`src/rtl/mdu_seq.sv`:
```
// Multi-cycle multiply/divide sequencer for the EX stage: iterative shift-add MUL and restoring DIV/REM.
// Optional MDU_FAST_MUL_EN: MUL is a single-cycle combinational product (IDLE -> DONE).
module mdu_seq #(
  parameter int XLEN  = 32,
  parameter int CNT_W = 6
) (
  input  logic            i_clk,
  input  logic            i_rst,
  input  logic            i_valid,
  input  logic [2:0]      i_op_mode,
  input  logic [XLEN-1:0] i_rs1_data,
  input  logic [XLEN-1:0] i_rs2_data,
  input  logic [4:0]      i_rd,
  input  logic            i_flush,
  output logic            o_ready,
  output logic            o_stall,
  output logic            o_done,
  output logic [XLEN-1:0] o_result,
  output logic [4:0]      o_rd,
  output logic            o_reg_write
);

  typedef enum logic [1:0] {
    S_IDLE = 2'd0,
    S_CALC = 2'd1,
    S_DONE = 2'd2
  } state_t;

  localparam logic [2:0]      OP_MUL  = 3'd5;
  localparam logic [2:0]      OP_DIV  = 3'd6;
  localparam logic [2:0]      OP_REM  = 3'd7;
  localparam logic [XLEN-1:0] ONE     = {{(XLEN-1){1'b0}}, 1'b1};
  localparam logic [XLEN-1:0] MIN_INT = {1'b1, {(XLEN-1){1'b0}}};
  localparam logic [CNT_W-1:0] LAST_ITER = CNT_W'(XLEN - 1);

  function automatic logic [XLEN-1:0] negate(input logic [XLEN-1:0] x);
    return ~x + ONE;
  endfunction

  state_t           r_state;
  logic [CNT_W-1:0] r_cnt;
  logic [2:0]       r_op;
  logic [XLEN-1:0]  r_x;   // MUL: accumulator   DIV: partial remainder
  logic [XLEN-1:0]  r_y;   // MUL: multiplicand  DIV: divisor magnitude
  logic [XLEN-1:0]  r_z;   // MUL: multiplier    DIV: dividend in / quotient out
  logic             r_neg_q;
  logic             r_neg_r;
  logic [4:0]       r_rd;
  logic             r_done;
  logic [XLEN-1:0]  r_result;
  logic [4:0]       r_rd_out;

  logic            w_is_mdu;
  logic            w_accept;
  logic            w_a_neg;
  logic            w_b_neg;
  logic [XLEN-1:0] w_a_mag;
  logic [XLEN-1:0] w_b_mag;
  logic            w_div0;
  logic            w_ovf;
  logic [XLEN-1:0] w_special;
  logic [XLEN-1:0] w_y_init;
  logic [XLEN-1:0] w_z_init;
  logic [XLEN-1:0] w_mul_acc;
  logic [XLEN:0]   w_shift;
  logic [XLEN:0]   w_sub;
  logic [XLEN-1:0] w_rem_next;
  logic [XLEN-1:0] w_quo_next;
  logic [XLEN-1:0] w_final;

`ifdef MDU_FAST_MUL_EN
  logic [XLEN-1:0] w_fast_prod;
  assign w_fast_prod = i_rs1_data * i_rs2_data;
`endif

  assign w_is_mdu = (i_op_mode == OP_MUL) | (i_op_mode == OP_DIV) | (i_op_mode == OP_REM);
  assign w_accept = (r_state == S_IDLE) & i_valid & w_is_mdu & ~i_flush;
  assign w_a_neg  = i_rs1_data[XLEN-1];
  assign w_b_neg  = i_rs2_data[XLEN-1];
  assign w_a_mag  = w_a_neg ? negate(i_rs1_data) : i_rs1_data;
  assign w_b_mag  = w_b_neg ? negate(i_rs2_data) : i_rs2_data;
  assign w_div0   = (i_rs2_data == {XLEN{1'b0}});
  assign w_ovf    = (i_rs1_data == MIN_INT) & (i_rs2_data == {XLEN{1'b1}});

  // Accept-time operand setup and the DIV/REM short-circuit results
  always_comb begin
    w_special = {XLEN{1'b0}};
    w_y_init  = w_b_mag;
    w_z_init  = w_a_mag;
    if (i_op_mode == OP_MUL) begin
      w_y_init = i_rs1_data;
      w_z_init = i_rs2_data;
    end else begin
      w_y_init = w_b_mag;
      w_z_init = w_a_mag;
    end
    if (i_op_mode == OP_DIV) begin
      w_special = w_div0 ? {XLEN{1'b1}} : MIN_INT;
    end else begin
      w_special = w_div0 ? i_rs1_data : {XLEN{1'b0}};
    end
  end

  // One shift-add / restoring-subtract step, plus the sign fix-up applied on the final step
  always_comb begin
    w_mul_acc = r_x + (r_z[0] ? r_y : {XLEN{1'b0}});
    w_shift   = {r_x, r_z[XLEN-1]};
    w_sub     = w_shift - {1'b0, r_y};
    if (w_sub[XLEN] == 1'b0) begin
      w_rem_next = w_sub[XLEN-1:0];
      w_quo_next = {r_z[XLEN-2:0], 1'b1};
    end else begin
      w_rem_next = w_shift[XLEN-1:0];
      w_quo_next = {r_z[XLEN-2:0], 1'b0};
    end
    case (r_op)
      OP_MUL:  w_final = w_mul_acc;
      OP_DIV:  w_final = r_neg_q ? negate(w_quo_next) : w_quo_next;
      OP_REM:  w_final = r_neg_r ? negate(w_rem_next) : w_rem_next;
      default: w_final = {XLEN{1'b0}};
    endcase
  end

  // Sequencer FSM with datapath and registered result/destination
  always_ff @(posedge i_clk or posedge i_rst) begin
    if (i_rst) begin
      r_state  <= S_IDLE;
      r_cnt    <= {CNT_W{1'b0}};
      r_op     <= 3'd0;
      r_x      <= {XLEN{1'b0}};
      r_y      <= {XLEN{1'b0}};
      r_z      <= {XLEN{1'b0}};
      r_neg_q  <= 1'b0;
      r_neg_r  <= 1'b0;
      r_rd     <= 5'd0;
      r_done   <= 1'b0;
      r_result <= {XLEN{1'b0}};
      r_rd_out <= 5'd0;
    end else begin
      case (r_state)
        S_IDLE: begin
          r_done <= 1'b0;
          if (w_accept) begin
            r_op    <= i_op_mode;
            r_rd    <= i_rd;
            r_cnt   <= {CNT_W{1'b0}};
            r_neg_q <= w_a_neg ^ w_b_neg;
            r_neg_r <= w_a_neg;
            r_x     <= {XLEN{1'b0}};
            r_y     <= w_y_init;
            r_z     <= w_z_init;
            if (i_op_mode == OP_MUL) begin
`ifdef MDU_FAST_MUL_EN
              r_result <= w_fast_prod;
              r_rd_out <= i_rd;
              r_done   <= 1'b1;
              r_state  <= S_DONE;
`else
              r_state  <= S_CALC;
`endif
            end else if (w_div0 | w_ovf) begin
              r_result <= w_special;
              r_rd_out <= i_rd;
              r_done   <= 1'b1;
              r_state  <= S_DONE;
            end else begin
              r_state <= S_CALC;
            end
          end else begin
            r_state <= S_IDLE;
          end
        end
        S_CALC: begin
          if (i_flush) begin
            r_state <= S_IDLE;
            r_done  <= 1'b0;
          end else begin
            r_cnt <= r_cnt + CNT_W'(1);
            if (r_op == OP_MUL) begin
              r_x <= w_mul_acc;
              r_y <= r_y << 1;
              r_z <= r_z >> 1;
            end else begin
              r_x <= w_rem_next;
              r_z <= w_quo_next;
            end
            if (r_cnt == LAST_ITER) begin
              r_result <= w_final;
              r_rd_out <= r_rd;
              r_done   <= 1'b1;
              r_state  <= S_DONE;
            end else begin
              r_state <= S_CALC;
            end
          end
        end
        S_DONE: begin
          r_done  <= 1'b0;
          r_state <= S_IDLE;
        end
        default: begin
          r_done  <= 1'b0;
          r_state <= S_IDLE;
        end
      endcase
    end
  end

  // A flush landing on the DONE cycle kills the writeback pulse
  assign o_done      = r_done & ~i_flush;
  assign o_reg_write = o_done;
  assign o_result    = r_result;
  assign o_rd        = r_rd_out;
  assign o_ready     = (r_state == S_IDLE);
  assign o_stall     = i_valid & w_is_mdu & ~o_done & ~i_flush;

endmodule

```
`config.mk`:
```
export PLATFORM = sky130hd
export DESIGN_NAME = mdu_seq
export DESIGN_NICKNAME = d
export VERILOG_FILES = /design/src/rtl/mdu_seq.sv
export SDC_FILE = /design/constraint.sdc
export NUM_CORES = 1
export LEC_CHECK = 0
export ABC_AREA = 1
export BUFFER_PORTS_ARGS = -buffer_cell sky130_fd_sc_hd__buf_2
export CAP_MARGIN = 20
export CORE_ASPECT_RATIO = 1.75
export CORE_UTILIZATION = 50
export CTS_CLUSTER_DIAMETER = 200
export DETAILED_ROUTE_END_ITERATION = 8
export HOLD_SLACK_MARGIN = 0.12
export PLACE_DENSITY = 0.69
export SKIP_CTS_REPAIR_TIMING = 1
export SLEW_MARGIN = 15
export SYNTH_ARGS = -nofsm -noshare
export SYNTH_HDL_FRONTEND = slang
export SYNTH_SLANG_ARGS = --single-unit
```
`constraint.sdc`:
```
create_clock -name i_clk -period 10.1 [get_ports i_clk]
set_input_delay 0.505 -clock i_clk [delete_from_list [all_inputs] [get_ports i_clk]]
set_output_delay 0.505 -clock i_clk [all_outputs]
set_load 0.01 [all_outputs]
```
Word-level counts from Yosys, hierarchy flattened
Index checks and enable logic that the tools add are counted.
{ "classes": {"add_sub_neg": 7, "eq_ne": 17, "mux": 52, "n_bitwise": 18, "reduce_logical": 7} }
{ "ops": {"columns": ["op", "count"], "rows": [
  ["$mux 32", 24],
  ["$pmux 32 s2", 4],
  ["$add 32x1->32 const B", 4],
  ["$not 32->32", 4],
  ["$pmux 32 s3", 1],
  ["$eq 32x32->1 const B", 2],
  ["$sub 33x32->33", 1],
  ["$add 32x32->32", 1],
  ["$logic_not 32->1", 1],
  ["$mux 31", 1],
  ["$mux 5", 5],
  ["$eq 3x3->1 const B", 6],
  ["$mux 6", 2],
  ["$pmux 6 s2", 1],
  ["$mux 2", 5],
  ["$pmux 5 s2", 1],
  ["$and 1x1->1", 8],
  ["$ne 2x2->1 const B", 4],
  ["$add 6x1->6 const B", 1],
  ["$eq 6x5->1 const B", 1],
  ["$mux 1", 6],
  ["$reduce_and 6->1", 1],
  ["$ne 2x1->1 const B", 2],
  ["$pmux 2 s2", 1],
  ["other kinds (11)", 14]
]} }
{ "totals": {"ff_bits": 152, "in_bits": 76, "output_inout_bits": 41, "word_cells": 113} }

Depth between registers and ports, before layout
Gate-level depths: netlist (run 1).
{ "depth": {"word_depth": 9, "ltp_mapped": 36, "mapped_depth_nobuf": 35} }

Worst setup path after synthesis (run 1)
OpenSTA, ideal clock, no wires.
{ "synth_timing": {"kind": "register to register", "start": "reg r_z[31]", "end": "reg r_result[30], in the netlist o_result[30]", "setup_ps": 77, "t_arrival_ps": 3898, "required_ps": 10023, "path_slack_ps": 6124, "stages_incl_launch_ff": 36, "path_buffers": 1, "period_less_slack_ps": 3976, "cell_sequence": "dfrtp_1 inv_1 ha_1 inv_1 fa_1 nand2_1 nand2_1 nand3_1 nand2_2 nand2_2 nand2_2 nand2_4 nand3_2 nand2_8 buf_4 ha_1 nand3_1 nor2_1 nand2_1 nor2_1 inv_1 nor2_1 inv_1 nor2_1 nand3_1 nor2_1 nand3_1 nand2_1 nand2_1 a21oi_1 o21ai_1 nand2_1 inv_1 nand2_1 nand2_1 a21oi_1"} }
{ "synth_between": {"elab_chain_len": 9, "word_cells_on_any_way": 13, "classes_between": "add/sub: 3; mux: 8; bitwise: 2"} }
{ "synth_rtl": {"columns": ["item", "line", "source"], "rows": [
  ["from (decl)", "45", "logic [XLEN-1:0] r_z;"],
  ["from (signal assigned)", "132", "r_z <= {XLEN{1'b0}};"],
  ["from (signal assigned)", "151", "r_z <= w_z_init;"],
  ["from (signal assigned)", "182", "r_z <= r_z >> 1;"],
  ["$sub 33x32->33", "108", "w_sub = w_shift - {1'b0, r_y};"],
  ["$mux 32 / $mux 1 (equally long branches)", "109", "if (w_sub[XLEN] == 1'b0) begin"],
  ["$not 32->32", "37", "return ~x + ONE;"],
  ["$add 32x1->32", "37", null],
  ["$mux 32, on equally long branches", "119, 118", null],
  ["$pmux 32 s3 *", "116", "case (r_op)"],
  ["$mux 32 *", "187", "if (r_cnt == LAST_ITER) begin"],
  ["$mux 32 *", "174", "if (i_flush) begin"],
  ["$pmux 32 s2 *", "140", "case (r_state)"],
  ["to (signal assigned)", "137", "r_result <= {XLEN{1'b0}};"],
  ["to (signal assigned)", "162", "r_result <= w_special;"],
  ["to (signal assigned)", "188", "r_result <= w_final;"],
  ["to (decl)", "50", "logic [XLEN-1:0] r_result;"]
]} }
Every way passes the cells marked *; elsewhere a longest branch is shown, timed or not. The select of a mux whose other input is x is not followed.
A chain may end at the register's enable or synchronous reset.

Worst setup path after layout (run 1)
Ends and elaborated chain as after synthesis.

==> results of run 1 <==
## per-stage QoR
stage | power, mW | hold WS [ns] | instances | utilization [%]
3_5_place_dp | 5.693 | 0.4649 | 3455 | 53.35
3_3_place_gp | 5.676 | 0.4561 | 3455 | 53.35
2_1_floorplan | 4.304 | 0.4422 | 2976 | -
4_1_cts | 6.361 | 0.2506 | 3487 | 55.01
6_report | 6.545 | 0.2385 | 3488 | 55.03
5_1_grt | 7.020 | 0.2555 | 3488 | 55.03
## area by class of cell
type	count	area [µm²]
flip-flops and latches	152	3804
clock inverters	14	133.9
repair buffers	142	775.7
clock buffers	18	429.2
well taps	455	569.3
inverters	430	1619
multi-input cells	2277	11300
fillers	3589	15220
## cells in the final DEF (no fill, tap or decap), drive strengths merged, types with 3 or more instances in the layout
cell    count
nand2     846
inv       438
nor2      352
o21ai     293
a21oi     235
nand3     201
dfrtp     152
buf       141
ha         69
a31oi      52
nor3       36
nand4      32
xor2       28
o221ai     27
clkbuf     19
o211ai     16
nand3b     14
nor4       10
o22ai      10
or2         8
o21bai      5
xnor2       5
a21boi      4
a221oi      4
clkinv      4
o21a        3
and3        3
o31ai       3
a21o        3
and2        3
a22o        3
o311ai      3
## worst paths after layout
check / start / cells past startpoint / end / slack [ns]
setup reg to reg: r_z[31] / 34 / o_result[30] / 4.77
max in group asynchronous: i_rst / 3 / r_x[23] / 8.42
hold / removal: i_rst / 2 / o_rd[3] / 0.24
hold reg to reg: r_rd[0] / 2 / r_rd[0] / 0.48
min in group i_clk: i_rd[3] / 3 / r_rd[3] / 0.25
setup / recovery: r_z[31] / 34 / o_result[30] / 4.77
## state kept, by name, summed over array words and instances (netlist names)
signal and cells:
r_x 32, r_rd 5, o_rd 5, r_neg_q 1, r_done 1, r_z 32
r_y 32, o_result 32, r_state 2, r_neg_r 1, r_op 3, r_cnt 6
## cell families (layout without fill, tap and decap cells)
logic type                 Yosys count  in the layout  share of synthesized area (%)
DFF                                152            152                          22.07
buffers and inverters              547            604                          12.52
xor gates and xnor gates            33             33                          1.677
adders and majority gates           71             71                          5.241
and+or+nand+nor                   1507           1507                          37.08
AOI/OAI and AO/OA                  666            666                          21.42
## where the power goes
part,internal [mW],switching (mW),total (mW)
clock,0.327,0.322,0.649
combinational,1.38,3.43,4.81
sequential,0.837,0.249,1.09
total,2.54,4.01,6.54
## cells in the mapped netlist (2+ instances only)
master,number,area share [%]
ha_1,69,5.0
nor2_2,11,0.40
xor2_1,28,1.4
nor4_1,10,0.36
nand2_2,22,0.80
o22ai_1,10,0.36
fa_1,2,0.23
or2_2,8,0.29
a21oi_2,8,0.41
nand2_4,5,0.33
a21boi_0,4,0.17
o221ai_1,27,1.4
a22o_1,3,0.15
nor3_1,35,1.0
buf_1,12,0.26
buf_2,11,0.32
dfrtp_1,152,22
nor2_1,337,7.3
o31ai_1,3,0.13
a221oi_1,4,0.20
nand4_1,31,1.1
clkbuf_1,78,1.7
a31oi_1,52,1.9
o211ai_1,16,0.70
inv_1,415,9.0
nand2_1,817,18
nand2_8,2,0.23
and2_1,3,0.11
o21a_1,3,0.13
a22oi_1,2,0.087
buf_4,8,0.35
o21bai_1,5,0.22
buf_6,8,0.52
xnor2_1,5,0.25
a21oi_1,226,6.6
o21ai_1,9,0.26
nand3_2,6,0.35
nand3_1,194,5.6
a21o_1,3,0.13
o311ai_0,3,0.15
nand3b_1,14,0.61
o21ai_0,284,8.2
and3_1,3,0.11
inv_2,14,0.30
nor2_4,4,0.26
## worst max-delay path: cells and delay by family (launching register included)
kind                       cells  cell delay (ns)
AOI/OAI and AO/OA              3             0.40
adders and majority gates      3             0.89
buffers and inverters          5             0.36
DFF                            1             0.37
and+or+nand+nor               23             3.20
## layer usage
layer / up-vias / track usage, % / share of wire (%)
met1: 9399 / 48.73 / 36
met4: 0 / 35.52 / 9.2
li1: 9800 / - / -
met3: 294 / 7.139 / 8.2
met2: 1165 / 72.53 / 47
met5: - / 0 / 0
==> impl_results.md, run 1 <==
- Synth warnings: 0
- H-tree levels: 4
- Tcrit/Tclk final: 52.73%
- Vias: 20660
- Vias in the first global route: 19540
- Pwr Density: 351.3 nW/µm²
- Fraction of registers with async set/reset: 100.0%
- Worst Skew: 0.01499 ns
- Post-DP Area: 18060 µm²
- GRT Overall Usage: 43.52%
- Final wirelength: 75.37 mm
- Slowest-stage cell, CP: fa_1
- DP Worst Slack: 4.987 ns
- VDD IR max: 0.0001728 V
- Row cnt: 89
- Diode count: 0
- Clock buffer depth: 2
- Crit-path max FO: 46
- Pin count of the biggest net entering global routing: 95
- Main synth FF type: dfrtp_1
- EDFF count, synth: 0
- Crit path setup slack, layout: 4.775 ns
- DRT Pass-1 Iters: 6
- Synth Instances: 2976
- Wire per inst: 21.61 µm
- Hold Fails Final Rpt: 0
- Placed wire-length estimate: 58.12 mm
- Static Leak: 9.832 nW
- Final min period: 5.325 ns
- I/O Buffers: 116
- CTS tree: built
- Share of cells above drive strength 1: 8.737%
- I/O Pins: 117
- Startpoint types: flip-flop
- Avg Vias per Cell: 5.923
- Cell mode on critical path: nand2_1
- Initial antenna violation count: 0
- Status: finished clean
- Sequential area share after synthesis: 22.07%
- CP Class: flip-flop to flip-flop
- Worst-skew pair later-pin latency: 0.47 ns
- Final Max Slew Viols: 0
- CTS buffer count: 17
- Final Instance Area: 18630 µm²
- Clock Sinks: 152
- Critical Path RT: 10.49 ns
- HP Class: input port to asynchronous set/reset pin
- RSZ-0062 raised after global routing: no
- NumNets Final: 3167
- Post-Syn Area: 17240 µm²
- Final ANT Viol Nets: 0
- Total grt overflow: 0
- Net Count, Synth: 3123
- Max-cap violation count: 0
- Critical Path Max Stage Delay: 0.45 ns
- Slew HR: 23.63%
- Maximum clock frequency: 0.1878 GHz
- Iter 0 DRT Violations: 2166
- Critical path arrival: 5.72 ns
- Slew of the pin with the lowest slew margin: 1.146 ns
- Post-synth cell types: 55
- FF+latch count, synth: 152
- Die W: 142.3 µm
- First-pass GRT wire length: 113.3 mm
- Area delta synth->final: 8.095%
- Std-Cell Core Area: 33850 µm²
- DIE AREA: 35250 µm²
- Setup TNS: 0 ns
- Avg Inst Size Synth: 5.791 µm²
- GPL Wtd Cong: 1.069
- Setup violations, final: 0
- Root Driver: clkbuf_16
- Clock-pin slew on the worst setup and hold paths: 0.08 ns
- Die height: 247.6 µm
- # DRC: 0
- Starting Density: 50.91%
- Setup crit end kind: flip-flop
Power figures use the tool's default switching activity.
==> run 2: changes to the inputs <==
--- a/config.mk
+++ b/config.mk
@@ -5,7 +5,7 @@
 export SDC_FILE = /design/constraint.sdc
 export NUM_CORES = 1
 export LEC_CHECK = 0
-export ABC_AREA = 1
+export ABC_AREA = 0
 export BUFFER_PORTS_ARGS = -buffer_cell sky130_fd_sc_hd__buf_2
 export CAP_MARGIN = 20
 export CORE_ASPECT_RATIO = 1.75
@@ -13,7 +13,7 @@
 export CTS_CLUSTER_DIAMETER = 200
 export DETAILED_ROUTE_END_ITERATION = 8
 export HOLD_SLACK_MARGIN = 0.12
-export PLACE_DENSITY = 0.69
+export PLACE_DENSITY = 0.72
 export SKIP_CTS_REPAIR_TIMING = 1
 export SLEW_MARGIN = 15
 export SYNTH_ARGS = -nofsm -noshare
==> constraint.sdc (replaced) <==
create_clock -name i_clk -period 4.56 [get_ports i_clk]
set_input_delay 0.228 -clock i_clk [delete_from_list [all_inputs] [get_ports i_clk]]
set_output_delay 0.228 -clock i_clk [all_outputs]
set_load 0.01 [all_outputs]
==> impl_results.md, run 2 <==
- Clock-pin slew on the worst setup and hold paths: 0.07 ns
- Final min period: 5.247 ns
- Critical Path Max Stage Delay: 0.55 ns
- Most instantiated library cell after synthesis: nand2_1
- Starting Density: 50.72%
- Clock buffer depth: 2
- Worst-skew pair later-pin latency: 0.47 ns
- Placed wire-length estimate: 46.12 mm
- Final wirelength: 59.81 mm
- Setup crit end kind: flip-flop
- Die height: 235.2 µm
- Area delta synth->final: 23.65%
- Synth warnings: 0
- Final ANT Viol Nets: 0
- Startpoint types: flip-flop
- Main area contributors after synthesis: dfrtp_1 (24%), a21oi_1 (7.6%), o21ai_0 (7.4%)
- Worst Skew: 0.006960 ns
- Pwr Total: 14.81 mW
- Status: finished, violations left
- RSZ-0062 raised after global routing: yes
- Critical path arrival: 5.60 ns
- Hold Fails Final Rpt: 0
- Row cnt: 85
- Pwr Density: 771.0 nW/µm²
- Share of cells above drive strength 1: 21.27%
- Worst path cell trace: inv_2 -> ha_4 -> inv_2 -> fa_2 -> a211o_1 -> a211o_1 -> a32oi_1 -> o21a_1 -> a22o_1 -> or2_4 -> mux2i_2 -> ha_2 -> inv_2 -> or3b_1 -> nor4_4 -> a41oi_2 -> or4_4 -> o21ai_2 -> xnor2_1 -> a221oi_1 -> o21ai_1
- Wire per inst: 21.01 µm
- Vias in the first global route: 17040
- Post-synthesis adder-cell area fraction: 5.815%
- GPL Wtd Cong: 0.9777
- Static Leak: 8.618 nW
- Layout Cells excl Fill: 2846
- Xor/xnor cell area share of the yosys netlist: 9.133%
- Critical Path RT: 4.92 ns
- Initial antenna violation count: 1
- Setup violations, final: 12
- First-pass GRT wire length: 92.01 mm
- Post-synth top area share: 24.48%
- Fraction of registers with async set/reset: 100.0%
- Std-Cell Core Area: 30630 µm²
- CP Class: flip-flop to flip-flop
- NumNets Final: 2588
- Sequential area share after synthesis: 24.48%
- Total grt overflow: 0
- Vias: 17990
- Crit path setup slack, layout: -0.6874 ns
- Root Driver: clkbuf_16
- Maximum clock frequency: 0.1906 GHz
- Slowest-stage cell, CP: or4_4
- Failing checks: setup timing
- Mux cell area share after synthesis: 2.754%
- CTS tree: built
- Synth Area in Simple Gates: 22.57%
- Post-synthesis compound-gate area fraction: 30.06%
- Crit-path max FO: 5
- Setup TNS: -5.081 ns
- Top post-synthesis cells by count: nand2_1 (299), nor2_1 (237), a21oi_1 (236), o21ai_0 (230), dfrtp_1 (152)
- Pin count of the biggest net entering global routing: 73
- Final Max Slew Viols: 0
- VDD IR max: 0.0004256 V
- I/O Buffers: 116
- Clock Sinks: 152
- Max-cap violation count: 0
- Most common cell after layout, fill and taps aside: nand2_1
- Hold Crit Start: i_rs1_data[7]
- DIE AREA: 31810 µm²
- Final Instance Area: 19210 µm²
- Filler instances: 2843
- FF+latch count, synth: 152
- Most frequent cells in the layout: nand2_1 (297), buf_4 (266), nor2_1 (234), a21oi_1 (233), o21ai_0 (222)
- Setup crit start: r_z[31]
- Final Core Density: 62.72%
- Largest family of logic cells by synthesized area: compound AO/OA/AOI/OAI gates
- HP Class: input port to flip-flop
- Tcrit/Tclk final: 115.1%
- Die W: 135.3 µm
- Cell mode on critical path: inv_2
- Reg2reg start: r_z[31]
- Post-Syn Area: 15540 µm²
- DP Worst Slack: -0.9874 ns
- Post-DP Area: 18160 µm²
- Net Count, Synth: 2307
- Avg Inst Size Synth: 7.193 µm²
- Main synth FF type: dfrtp_1
- Avg Vias per Cell: 6.319
- DP Cell Count: 2793
- Cell taking the most area after synthesis: dfrtp_1
- Hold slack final: 0.1719 ns
- GRT Overall Usage: 37.46%
- H-tree levels: 4
- I/O Pins: 117
- Slew HR: 26.61%
- Worst path top cell family by delay: compound AO/OA/AOI/OAI gates
- EDFF count, synth: 0
- Buf+Inv Stages, Crit Path: 3
- DRT Pass-1 Iters: 9
- CTS buffer count: 17
- Iter 0 DRT Violations: 1830
- Post-synth cell types: 90
- Slew of the pin with the lowest slew margin: 1.101 ns
- # DRC: 0
- Synth Instances: 2160
[run 2: path summary, 6_finish.rpt]
| kind | to | slack, ns | depth (start not counted) |
|---|---|---|---|
| worst max-delay path | o_result[30] | -0.69 | 21 |
| worst min-delay path | o_result[7] | 0.17 | 3 |
| worst max register to register | o_result[30] | -0.69 | 21 |
| worst min register to register | o_rd[2] | 0.49 | 2 |
| max in group asynchronous | r_y[27] | 3.03 | 4 |
| min in group asynchronous | r_cnt[2] | 0.40 | 3 |
[run 2: logic make-up (layout without fill, tap and decap cells)]
logic type | after synthesis | after routing
XOR/XNOR | 162 | 162
AND/OR/NAND/NOR | 768 | 768
AO/OA/AOI/OAI | 764 | 764
adder cells (fa/ha/maj) | 71 | 71
flip-flops | 152 | 152
buffers and inverters | 202 | 496
other | 0 | 1
multiplexers | 41 | 41
[run 2: final cells by class]
cell class | instances | area (µm²) | share of cell area, %
Multi-Input combinational cell | 1806 | 11270 | 58.66
Sequential cell | 152 | 3804 | 19.80
Timing Repair Buffer | 396 | 2773 | 14.43
Tap cell | 391 | 489.2 | 2.547
Clock buffer | 18 | 439.2 | 2.286
Inverter | 68 | 260.3 | 1.355
Clock inverter | 14 | 175.2 | 0.9118
Antenna cell | 1 | 2.502 | 0.01303
[run 2: worst register-to-register path: cells and delay by family (launching register included)]
kind | cells | cell delay, ns
AO/OA/AOI/OAI | 9 | 2.05
AND/OR/NAND/NOR | 4 | 1.48
adder cells (fa/ha/maj) | 3 | 0.71
flip-flops | 1 | 0.40
multiplexers | 1 | 0.26
buffers and inverters | 3 | 0.16
XOR/XNOR | 1 | 0.08
[run 2: power by group]
part           switching, mW  leakage [nW]  internal [mW]
combinational           6.34          6.39           4.77
sequential             0.405          1.93           1.75
clock                  0.701         0.298          0.847
[run 2: per-layer routing]
layer	wire [µm]	track usage (%)	vias up
met3	4445	3.919	229
met5	0	0	-
met2	29000	62.86	961
met1	22580	45.59	8421
met4	3781	22.57	0
li1	-	-	8374
==> run 3: changes to the inputs <==
--- a/config.mk
+++ b/config.mk
@@ -13,7 +13,7 @@
 export CTS_CLUSTER_DIAMETER = 200
 export DETAILED_ROUTE_END_ITERATION = 8
 export HOLD_SLACK_MARGIN = 0.12
-export PLACE_DENSITY = 0.72
+export PLACE_DENSITY = 0.69
 export SKIP_CTS_REPAIR_TIMING = 1
 export SLEW_MARGIN = 15
 export SYNTH_ARGS = -nofsm -noshare
==> constraint.sdc (replaced) <==
create_clock -name i_clk -period 4.9 [get_ports i_clk]
set_input_delay 0.245 -clock i_clk [delete_from_list [all_inputs] [get_ports i_clk]]
set_output_delay 0.245 -clock i_clk [all_outputs]
set_load 0.01 [all_outputs]
==> impl_results.md, run 3 (synthesis results as in run 2) <==
- Status: finished, violations left
- Failing checks: setup timing
- Initial antenna violation count: 0
- H-tree levels: 4
- Share of cells above drive strength 1: 19.25%
- GRT Overall Usage: 38.21%
- Most frequent cells in the layout: nand2_1 (298), nor2_1 (234), a21oi_1 (232), o21ai_0 (224), buf_4 (219)
- Wire per inst: 21.37 µm
- Pwr Density: 704.3 nW/µm²
- Final Max Slew Viols: 0
- DRT Pass-1 Iters: 6
- NumNets Final: 2539
- Iter 0 DRT Violations: 1701
- Final wirelength: 59.75 mm
- Clock-pin slew on the worst setup and hold paths: 0.07 ns
- Top sig layer: met4
- CTS tree: built
- Vias in the first global route: 16860
- I/O Buffers: 116
- Sw power: 6.688 mW
- Row cnt: 85
- Tcrit/Tclk final: 105.6%
- Std-Cell Core Area: 30630 µm²
- Combinational power share: 74.2%
- Worst Skew: 0.005851 ns
- Diode count: 0
- First-pass GRT wire length: 93.73 mm
- Slew of the pin with the lowest slew margin: 1.171 ns
- DR WL met3: 4.182 mm
- RSZ-0062 raised after global routing: yes
- Crit path setup slack, layout: -0.2752 ns
- Critical Path RT: 5.24 ns
- Pwr Total: 13.16 mW
- Slew HR: 21.73%
- Maximum clock frequency: 0.1932 GHz
- Clock buffer depth: 2
- Worst-skew pair later-pin latency: 0.47 ns
- CTS buffer count: 17
- Avg Vias per Cell: 6.313
- Root Driver: clkbuf_16
- Max-cap violation count: 0
- Cell-internal power: 6.470 mW
- Total grt overflow: 0
- Hold Fails Final Rpt: 0
- Starting Density: 50.72%
- VDD IR max: 0.0003823 V
- Most common cell after layout, fill and taps aside: nand2_1
- HP Class: input port to flip-flop
- Startpoint types: flip-flop
- Clock Power Share: 10.5%
- I/O Pins: 117
- Final min period: 5.175 ns
- Area delta synth->final: 20.25%
- Pin count of the biggest net entering global routing: 73
- Final ANT Viol Nets: 0
- Sw Ratio: 50.83%
- Setup violations, final: 8
- CP Class: flip-flop to flip-flop
- # DRC: 0
- Vias: 17650
- Met1 wire length: 23.01 mm
- Setup crit end kind: flip-flop
- Static Leak: 8.342 nW
- Critical path arrival: 5.51 ns
- DIE AREA: 31810 µm²
- Crit-path max FO: 5
- Placed wire-length estimate: 46.74 mm
- Die W: 135.3 µm
- Sequential Power Share: 15.3%
- Clock Sinks: 152
- Met2 WL: 29.15 mm
- Final Core Density: 60.99%
- GPL Wtd Cong: 0.9780
- Die height: 235.2 µm
run 3: critical path: stages, from the launching register on:
cell,delay (ns)
dfrtp_1,0.39
inv_2,0.08
ha_4,0.13
inv_2,0.03
fa_2,0.34
a211o_1,0.29
a211o_1,0.34
a32oi_2,0.22
o21a_1,0.23
a22o_1,0.18
or2_4,0.18
mux2i_2,0.26
ha_2,0.23
inv_2,0.04
or4_4,0.44
nor4_4,0.19
nand3_1,0.12
nor3_2,0.16
a41oi_2,0.09
or4_1,0.54
o21ai_2,0.14
xnor2_1,0.08
a221oi_1,0.26
o21ai_1,0.09
run 3: cell type report:
| class | instances | area [µm²] |
|---|---|---|
| repair buffers | 347 | 2359 |
| clock inverters | 15 | 165.2 |
| flip-flops and latches | 152 | 3804 |
| clock buffers | 17 | 425.4 |
| fillers | 2853 | 11950 |
| well taps | 391 | 489.2 |
| multi-input cells | 1806 | 11180 |
| inverters | 68 | 260.3 |
run 3: stage by stage:
| step | hold WS, ns | setup slack [ns] | TNS [ns] | instances | instance area (µm²) |
|---|---|---|---|---|---|
| floorplan | 0.3528 | -0.8860 | -5.112 | 2160 | 15640 |
| global placement | 0.4091 | -0.5474 | -3.324 | 2753 | 17870 |
| detailed placement | 0.4134 | -0.5914 | -3.974 | 2753 | 17870 |
| CTS | -0.08121 | -0.6179 | -4.195 | 2785 | 18460 |
| global route | 0.2275 | -0.3964 | -2.863 | 2796 | 18680 |
| finish | 0.1992 | -0.2752 | -1.601 | 2796 | 18680 |
run 3: worst paths after layout:
| kind | startpoint | endpoint | slack, ns | depth (start not counted) |
|---|---|---|---|---|
| max | r_z[31] | o_result[30] | -0.28 | 23 |
| min | i_rs1_data[3] | o_result[3] | 0.20 | 3 |
| max reg2reg | r_z[31] | o_result[30] | -0.28 | 23 |
| min reg2reg | o_result[2] | o_result[2] | 0.49 | 2 |
| max in group asynchronous | i_rst | r_z[2] | 3.36 | 4 |
| min in group asynchronous | i_rst | r_cnt[3] | 0.46 | 3 |
run 3: per-layer routing:
layer	GRT usage [%]	up-vias
met3	4.802	197
met4	21.31	0
met1	46.81	8359
li1	-	8249
met5	0	-
met2	63.99	847
run 3: power by group through the flow:
stage	sequential, mW	combinational [mW]	clock, mW
2_1_floorplan	2.02	5.80	0
3_3_place_gp	1.99	9.19	0
3_5_place_dp	2.02	9.25	0
4_1_cts	2.00	9.32	1.38
5_1_grt	2.06	10.5	1.42
6_report	2.01	9.77	1.38
